$ cat config.mk
export PLATFORM = sky130hd
export DESIGN_NAME = parada_rampa_parcial_flat
export DESIGN_NICKNAME = d
export VERILOG_FILES = /design/src/rtl/parada_rampa_parcial_pkg.sv /design/src/rtl/parada_rampa_parcial_if.sv /design/src/rtl/parada_rampa_parcial_contador_permanencia.sv /design/src/rtl/parada_rampa_parcial.sv /design/src/flat_wrapper.sv
export SDC_FILE = /design/constraint.sdc
export NUM_CORES = 1
export LEC_CHECK = 0
export BUFFER_PORTS_ARGS = -buffer_cell sky130_fd_sc_hd__buf_2
export CAP_MARGIN = 15
export CORE_MARGIN = 1.5
export CORE_UTILIZATION = 30
export DETAILED_ROUTE_END_ITERATION = 12
export PLACE_DENSITY = 0.6
export RECOVER_POWER = 25
export SLEW_MARGIN = 5
export SYNTH_ARGS = -nofsm -noshare
export SYNTH_HDL_FRONTEND = slang
export SYNTH_SLANG_ARGS = --single-unit
$ cat constraint.sdc
create_clock -name clk -period 1.9 [get_ports clk]
set_clock_uncertainty 0.05 [all_clocks]
set_input_delay 0.095 -clock clk [delete_from_list [all_inputs] [get_ports clk]]
set_output_delay 0.095 -clock clk [all_outputs]
set_load 0.05 [all_outputs]
$ cat src/rtl/parada_rampa_parcial_pkg.sv
// Shared definitions for the motor soft-start / soft-stop ramps: state encoding,
// one-hot power levels and default dwell times.
package motor_rampa_pkg;

  typedef enum logic [1:0] {
    IDLE    = 2'd0,
    RUN     = 2'd1,
    STEP_50 = 2'd2,
    STEP_30 = 2'd3
  } estado_t;

  // Power level as driven to the power stage: {out_100, out_50, out_30}
  typedef logic [2:0] nivel_t;

  localparam nivel_t NIVEL_OFF = 3'b000;
  localparam nivel_t NIVEL_30  = 3'b001;
  localparam nivel_t NIVEL_50  = 3'b010;
  localparam nivel_t NIVEL_100 = 3'b100;

  localparam int CNT_W_DEF        = 8;
  localparam int DWELL_NORMAL_DEF = 8;
  localparam int DWELL_RAPIDO_DEF = 2;
  localparam int DWELL_LENTO_DEF  = 32;

  function automatic nivel_t nivel_de(input estado_t estado);
    case (estado)
      RUN:     return NIVEL_100;
      STEP_50: return NIVEL_50;
      STEP_30: return NIVEL_30;
      default: return NIVEL_OFF;
    endcase
  endfunction

  // Exactly one of Rapido/Lento selects its dwell; both or neither gives normal.
  function automatic int sel_dwell(input logic rapido, input logic lento,
                                   input int normal, input int rap, input int len);
    if (rapido && !lento) return rap;
    if (lento && !rapido) return len;
    return normal;
  endfunction

endpackage

$ cat src/rtl/parada_rampa_parcial_if.sv
// Control and power-level lines of the soft-stop controller.
interface parada_rampa_parcial_if;
  logic en_marcha;
  logic Parar;
  logic Rapido;
  logic Lento;
  logic Emergencia;
  logic out_100;
  logic out_50;
  logic out_30;
  logic ocupado;
  logic fin_parada;

  modport master (
    output en_marcha, Parar, Rapido, Lento, Emergencia,
    input  out_100, out_50, out_30, ocupado, fin_parada
  );

  modport slave (
    input  en_marcha, Parar, Rapido, Lento, Emergencia,
    output out_100, out_50, out_30, ocupado, fin_parada
  );
endinterface

$ cat src/rtl/parada_rampa_parcial_contador_permanencia.sv
// Loadable down-counter that measures the dwell of each ramp step; it parks at
// zero instead of wrapping.
module contador_permanencia #(
  parameter int CNT_W = 8
) (
  input  logic             clk,
  input  logic             reset,
  input  logic             carga,
  input  logic [CNT_W-1:0] valor,
  output logic             cero
);

  logic [CNT_W-1:0] cuenta_q;

  // NOTE: sequential state uses non-blocking assignments so every register
  // samples the pre-edge values, independent of statement order.
  always_ff @(posedge clk) begin
    if (reset) begin
      cuenta_q <= '0;
    end else if (carga) begin
      cuenta_q <= valor;
    end else if (cuenta_q != '0) begin
      cuenta_q <= cuenta_q - 1'b1;
    end
  end

  assign cero = (cuenta_q == '0);

endmodule

$ cat src/rtl/parada_rampa_parcial.sv
// Soft-stop controller: steps a running motor 100% -> 50% -> 30% -> off, holding
// each step for a dwell chosen when the stop is accepted.
module parada_rampa_parcial
  import motor_rampa_pkg::*;
#(
  parameter int CNT_W        = CNT_W_DEF,
  parameter int DWELL_NORMAL = DWELL_NORMAL_DEF,
  parameter int DWELL_RAPIDO = DWELL_RAPIDO_DEF,
  parameter int DWELL_LENTO  = DWELL_LENTO_DEF
) (
  input  logic                   clk,
  input  logic                   reset,
  parada_rampa_parcial_if.slave  bus
);

  estado_t          estado_q, estado_d;
  logic [CNT_W-1:0] recarga_q, recarga_d;
  logic [CNT_W-1:0] valor;
  logic             carga;
  logic             cero;
  logic             fin_d;
  nivel_t           nivel_q;
  logic             ocupado_q;
  logic             fin_q;

  contador_permanencia #(.CNT_W(CNT_W)) u_contador (
    .clk   (clk),
    .reset (reset),
    .carga (carga),
    .valor (valor),
    .cero  (cero)
  );

  // NOTE: every signal written here gets a default first, so no path through
  // the case leaves one unassigned and no latch is inferred.
  always_comb begin
    estado_d  = estado_q;
    recarga_d = recarga_q;
    carga     = 1'b0;
    valor     = recarga_q;
    fin_d     = 1'b0;

    if (bus.Emergencia) begin
      estado_d = IDLE;
      carga    = 1'b1;
      valor    = '0;
    end else begin
      unique case (estado_q)
        IDLE: begin
          if (bus.en_marcha) estado_d = RUN;
        end
        RUN: begin
          if (bus.Parar) begin
            estado_d  = STEP_50;
            recarga_d = CNT_W'(sel_dwell(bus.Rapido, bus.Lento,
                                         DWELL_NORMAL, DWELL_RAPIDO, DWELL_LENTO) - 1);
            carga     = 1'b1;
            valor     = recarga_d;
          end else if (!bus.en_marcha) begin
            estado_d = IDLE;
          end
        end
        STEP_50: begin
          if (cero) begin
            estado_d = STEP_30;
            carga    = 1'b1;
          end
        end
        STEP_30: begin
          if (cero) begin
            estado_d = IDLE;
            fin_d    = 1'b1;
          end
        end
        default: estado_d = IDLE;
      endcase
    end
  end

  // Outputs are registered from the next state so they line up with estado_q.
  always_ff @(posedge clk) begin
    if (reset) begin
      estado_q  <= IDLE;
      recarga_q <= '0;
      nivel_q   <= NIVEL_OFF;
      ocupado_q <= 1'b0;
      fin_q     <= 1'b0;
    end else begin
      estado_q  <= estado_d;
      recarga_q <= recarga_d;
      nivel_q   <= nivel_de(estado_d);
      ocupado_q <= (estado_d == STEP_50) || (estado_d == STEP_30);
      fin_q     <= fin_d;
    end
  end

  assign bus.out_100    = nivel_q[2];
  assign bus.out_50     = nivel_q[1];
  assign bus.out_30     = nivel_q[0];
  assign bus.ocupado    = ocupado_q;
  assign bus.fin_parada = fin_q;

endmodule

$ cat src/flat_wrapper.sv
// flat-port wrapper written by rule: the top's interface ports become plain ports
module parada_rampa_parcial_flat import motor_rampa_pkg::*;
#(
  parameter int CNT_W        = CNT_W_DEF,
  parameter int DWELL_NORMAL = DWELL_NORMAL_DEF,
  parameter int DWELL_RAPIDO = DWELL_RAPIDO_DEF,
  parameter int DWELL_LENTO  = DWELL_LENTO_DEF
)
  (clk, reset, bus_en_marcha, bus_Parar, bus_Rapido, bus_Lento, bus_Emergencia, bus_out_100, bus_out_50, bus_out_30, bus_ocupado, bus_fin_parada);
  parada_rampa_parcial_if bus_i ();
  input  logic clk;
  input  logic reset;
  input wire logic [$bits(bus_i.en_marcha)-1:0] bus_en_marcha;
  input wire logic [$bits(bus_i.Parar)-1:0] bus_Parar;
  input wire logic [$bits(bus_i.Rapido)-1:0] bus_Rapido;
  input wire logic [$bits(bus_i.Lento)-1:0] bus_Lento;
  input wire logic [$bits(bus_i.Emergencia)-1:0] bus_Emergencia;
  output wire logic [$bits(bus_i.out_100)-1:0] bus_out_100;
  output wire logic [$bits(bus_i.out_50)-1:0] bus_out_50;
  output wire logic [$bits(bus_i.out_30)-1:0] bus_out_30;
  output wire logic [$bits(bus_i.ocupado)-1:0] bus_ocupado;
  output wire logic [$bits(bus_i.fin_parada)-1:0] bus_fin_parada;
  assign bus_i.en_marcha = bus_en_marcha;
  assign bus_i.Parar = bus_Parar;
  assign bus_i.Rapido = bus_Rapido;
  assign bus_i.Lento = bus_Lento;
  assign bus_i.Emergencia = bus_Emergencia;
  assign bus_out_100 = bus_i.out_100;
  assign bus_out_50 = bus_i.out_50;
  assign bus_out_30 = bus_i.out_30;
  assign bus_ocupado = bus_i.ocupado;
  assign bus_fin_parada = bus_i.fin_parada;
  parada_rampa_parcial #(.CNT_W(CNT_W), .DWELL_NORMAL(DWELL_NORMAL), .DWELL_RAPIDO(DWELL_RAPIDO), .DWELL_LENTO(DWELL_LENTO)) u_core (.clk(clk), .reset(reset), .bus(bus_i));
endmodule
==> impl_results.md <==
* Die Wd at 68 µm
* Synthesized flop and latch total at 23
* First-pass GRT wire length at 5181 µm
* Leading area contributor after synthesis: dfxtp_1
* DRT iter0 DRCs at 32
* RD Place Congestion at 0.9115
* Top-Level Pins at 12
* Vias in the first global route at 1122
* Crit Path Category: reg2reg
* Remaining DRCs at 0
* Pwr/cell area at 883.5 nW/µm²
* Clock transition at path regs at 0.08 ns
* Largest net degree at the start of global routing at 14
* Gr usage total at 15.07%
* Clock buffer count from CTS at 3
* Post-Place Worst Slack at -0.01448 ns
* R2R setup slack at 0.03 ns
* Core ar. at 4029 µm²
* Final hold viol count at 0
* Async SR Flop Fraction at 0%
* Layout area overhead at 26.55%
* Via density at 5.226
* Startpoint types: register
* Worst Path Required at 2.06 ns
* Syn. warnings at 0
* Final WS setup at 0.02723 ns
* Post-synthesis cell area at 1267 µm²
* Seq/Total Area, Yosys at 36.33%
* # H-tree levels at 1
* Syn_area_per_cell at 8.863 µm²
* Status: complete, no violations
* Slew Limit Fails at 0
* Initial Util at 31.46%
* Worst-Skew Late Latency at 0.26 ns
* VDD IR max at 0.0004783 V
* Unrepaired setup endpoints after global routing: yes
* Synth Flop Type: dfxtp_1
* Most frequent cells in the layout: dfxtp_1 (19), buf_4 (18), nor2_1 (10)
* Antenna cells at 0
* Sink Count at 23
* Mapped Cells at 143
* ANT nets after route at 0
* Max cap viols at 0
* # rows at 23
* Max Root-Sink Buffers at 2
* CTS root buffer: clkbuf_8
* DR WL/cell at 14.36 µm
* Post-DP HPWL at 2367 µm
* Drt first pass iters at 4
* Worst hold margin at 0.1017 ns
* Post-synth EDFFs at 0
* Setup Viol. Count Final at 0
* Crit path DAT at 2.04 ns
* Antenna violations before repair at 0
* Most common cell after layout, fill and taps aside: dfxtp_1
* Top cell type's share of synthesized area at 36.33%
* CP max FO at 5
* Fillers at 422
* CTS tree: yes
* Grt ovf at 0
* PortBufs at 11
* Layout cell share with drive strength beyond 1 at 30.41%
* Crit. End Element: register
* Final nets at 184
* DIE HEIGHT at 68 µm
* Hold Path Class: in2reg
* Cell variety after synth at 49
* Synth Net Count at 155
* Die area at 4624 µm²
* Dpl cells at 214
* Vias post-DR at 1155
* Slew HR at 59.74%
* Slew @ Worst Pin at 0.6065 ns
* Main area contributors after synthesis: dfxtp_1 (36%), ha_1 (4.9%), o21a_1 (4.1%)
* Shortest period the worst path allows at 1.873 ns
* Final cell count without fillers at 221
* Leakage at 0.6243 nW
* Detailed-route wire length at 3174 µm
* Fin crit share at 98.57%
* Fmax at 534.0 MHz
==> path summary, 6_finish.rpt <==
path,cells after the start,end,startpoint
min reg2reg,2,u_core.u_contador.cuenta_q[6]$_SDFFE_PP0P_,u_core.recarga_q[6]$_SDFFE_PP0N_
min,2,u_core.recarga_q[4]$_SDFFE_PP0N_,reset
max reg2reg,6,u_core.nivel_q[0]$_SDFF_PP0_,u_core.u_contador.cuenta_q[1]$_SDFFE_PP0P_
max,6,u_core.nivel_q[0]$_SDFF_PP0_,u_core.u_contador.cuenta_q[1]$_SDFFE_PP0P_
==> synthesized netlist by cell type, drive strengths merged, types with 2 or more instances <==
cell      n
a2111oi   2
a211o     2
nor4b     3
nor3      4
and3b     2
buf       2
or4       2
o21ai     8
o21a      7
o31ai     2
or3       2
dfxtp    23
nand2    10
a21o      2
ha        5
a21boi    4
nor2     10
a21oi    16
a31oi     2
inv       7
clkbuf    4
and2      3
==> through the flow <==
stage / area, µm² / TNS, ns / total power, mW / util, %
after CTS: 1567 / 0 / 1.391 / 38.88
after global placement: 1505 / 0 / 1.067 / 37.36
after floorplan: 1292 / 0 / 0.9126 / -
after detailed placement: 1505 / -0.01574 / 1.076 / 37.36
after global routing: 1604 / -0.1365 / 1.493 / 39.81
final: 1604 / 0 / 1.417 / 39.81
==> cell families (layout without fill, tap and decap cells) <==
| family | Yosys count | after routing | share of synthesized area (%) |
|---|---|---|---|
| AO/OA/AOI/OAI | 55 | 55 | 32.38 |
| XOR/XNOR | 1 | 1 | 0.6911 |
| adder cells (fa/ha/maj) | 5 | 5 | 4.936 |
| buffers and inverters | 13 | 41 | 4.541 |
| flip-flops | 23 | 23 | 36.33 |
| AND/OR/NAND/NOR | 46 | 46 | 21.13 |
==> report_power, final <==
group / switching [mW] / internal [mW]
Combinational: 0.290 / 0.267
Clock: 0.152 / 0.150
Sequential: 0.0389 / 0.520
Total: 0.480 / 0.937
==> flip-flops by register name, summed over array words and instances, names as in the netlist <==
| name | cells |
|---|---|
| u_core.nivel_q | 3 |
| u_core.bus.ocupado | 1 |
| u_core.estado_q | 2 |
| u_core.u_contador.cuenta_q | 8 |
| u_core.bus.fin_parada | 1 |
| u_core.recarga_q | 8 |
==> cell type report <==
cell class,count,area [µm²],area share [%]
clock buffers,4,45.04,2.808
inverters,7,26.28,1.638
multi-input cells,107,800.8,49.92
flip-flops and latches,23,465.4,29.02
well taps,50,62.56,3.900
repair buffers,30,203.9,12.71
==> what timing repair did <==
item	CTS	global route
buffers inserted	0	3
hold buffers	0	0
resized for setup	4	7
pin swaps	1	3
endpoints found under the setup margin	8	11
==> layer usage <==
| layer | track usage, % | wire [µm] | up-vias |
|---|---|---|---|
| met5 | 0 | 0 | - |
| met4 | 5.250 | 52 | 0 |
| met3 | 2.961 | 69 | 5 |
| met2 | 24.39 | 1506 | 12 |
| met1 | 19.92 | 1545 | 553 |
| li1 | - | - | 585 |
==> worst max-delay path: stages, from the launching register on <==
cell and delay [ns]:
dfxtp_2 0.33, inv_2 0.07, ha_4 0.13, or4b_4 0.52, or3_4 0.42, a21oi_2 0.15
and3b_1 0.15
No activity file was read; power rests on OpenSTA's default activity.
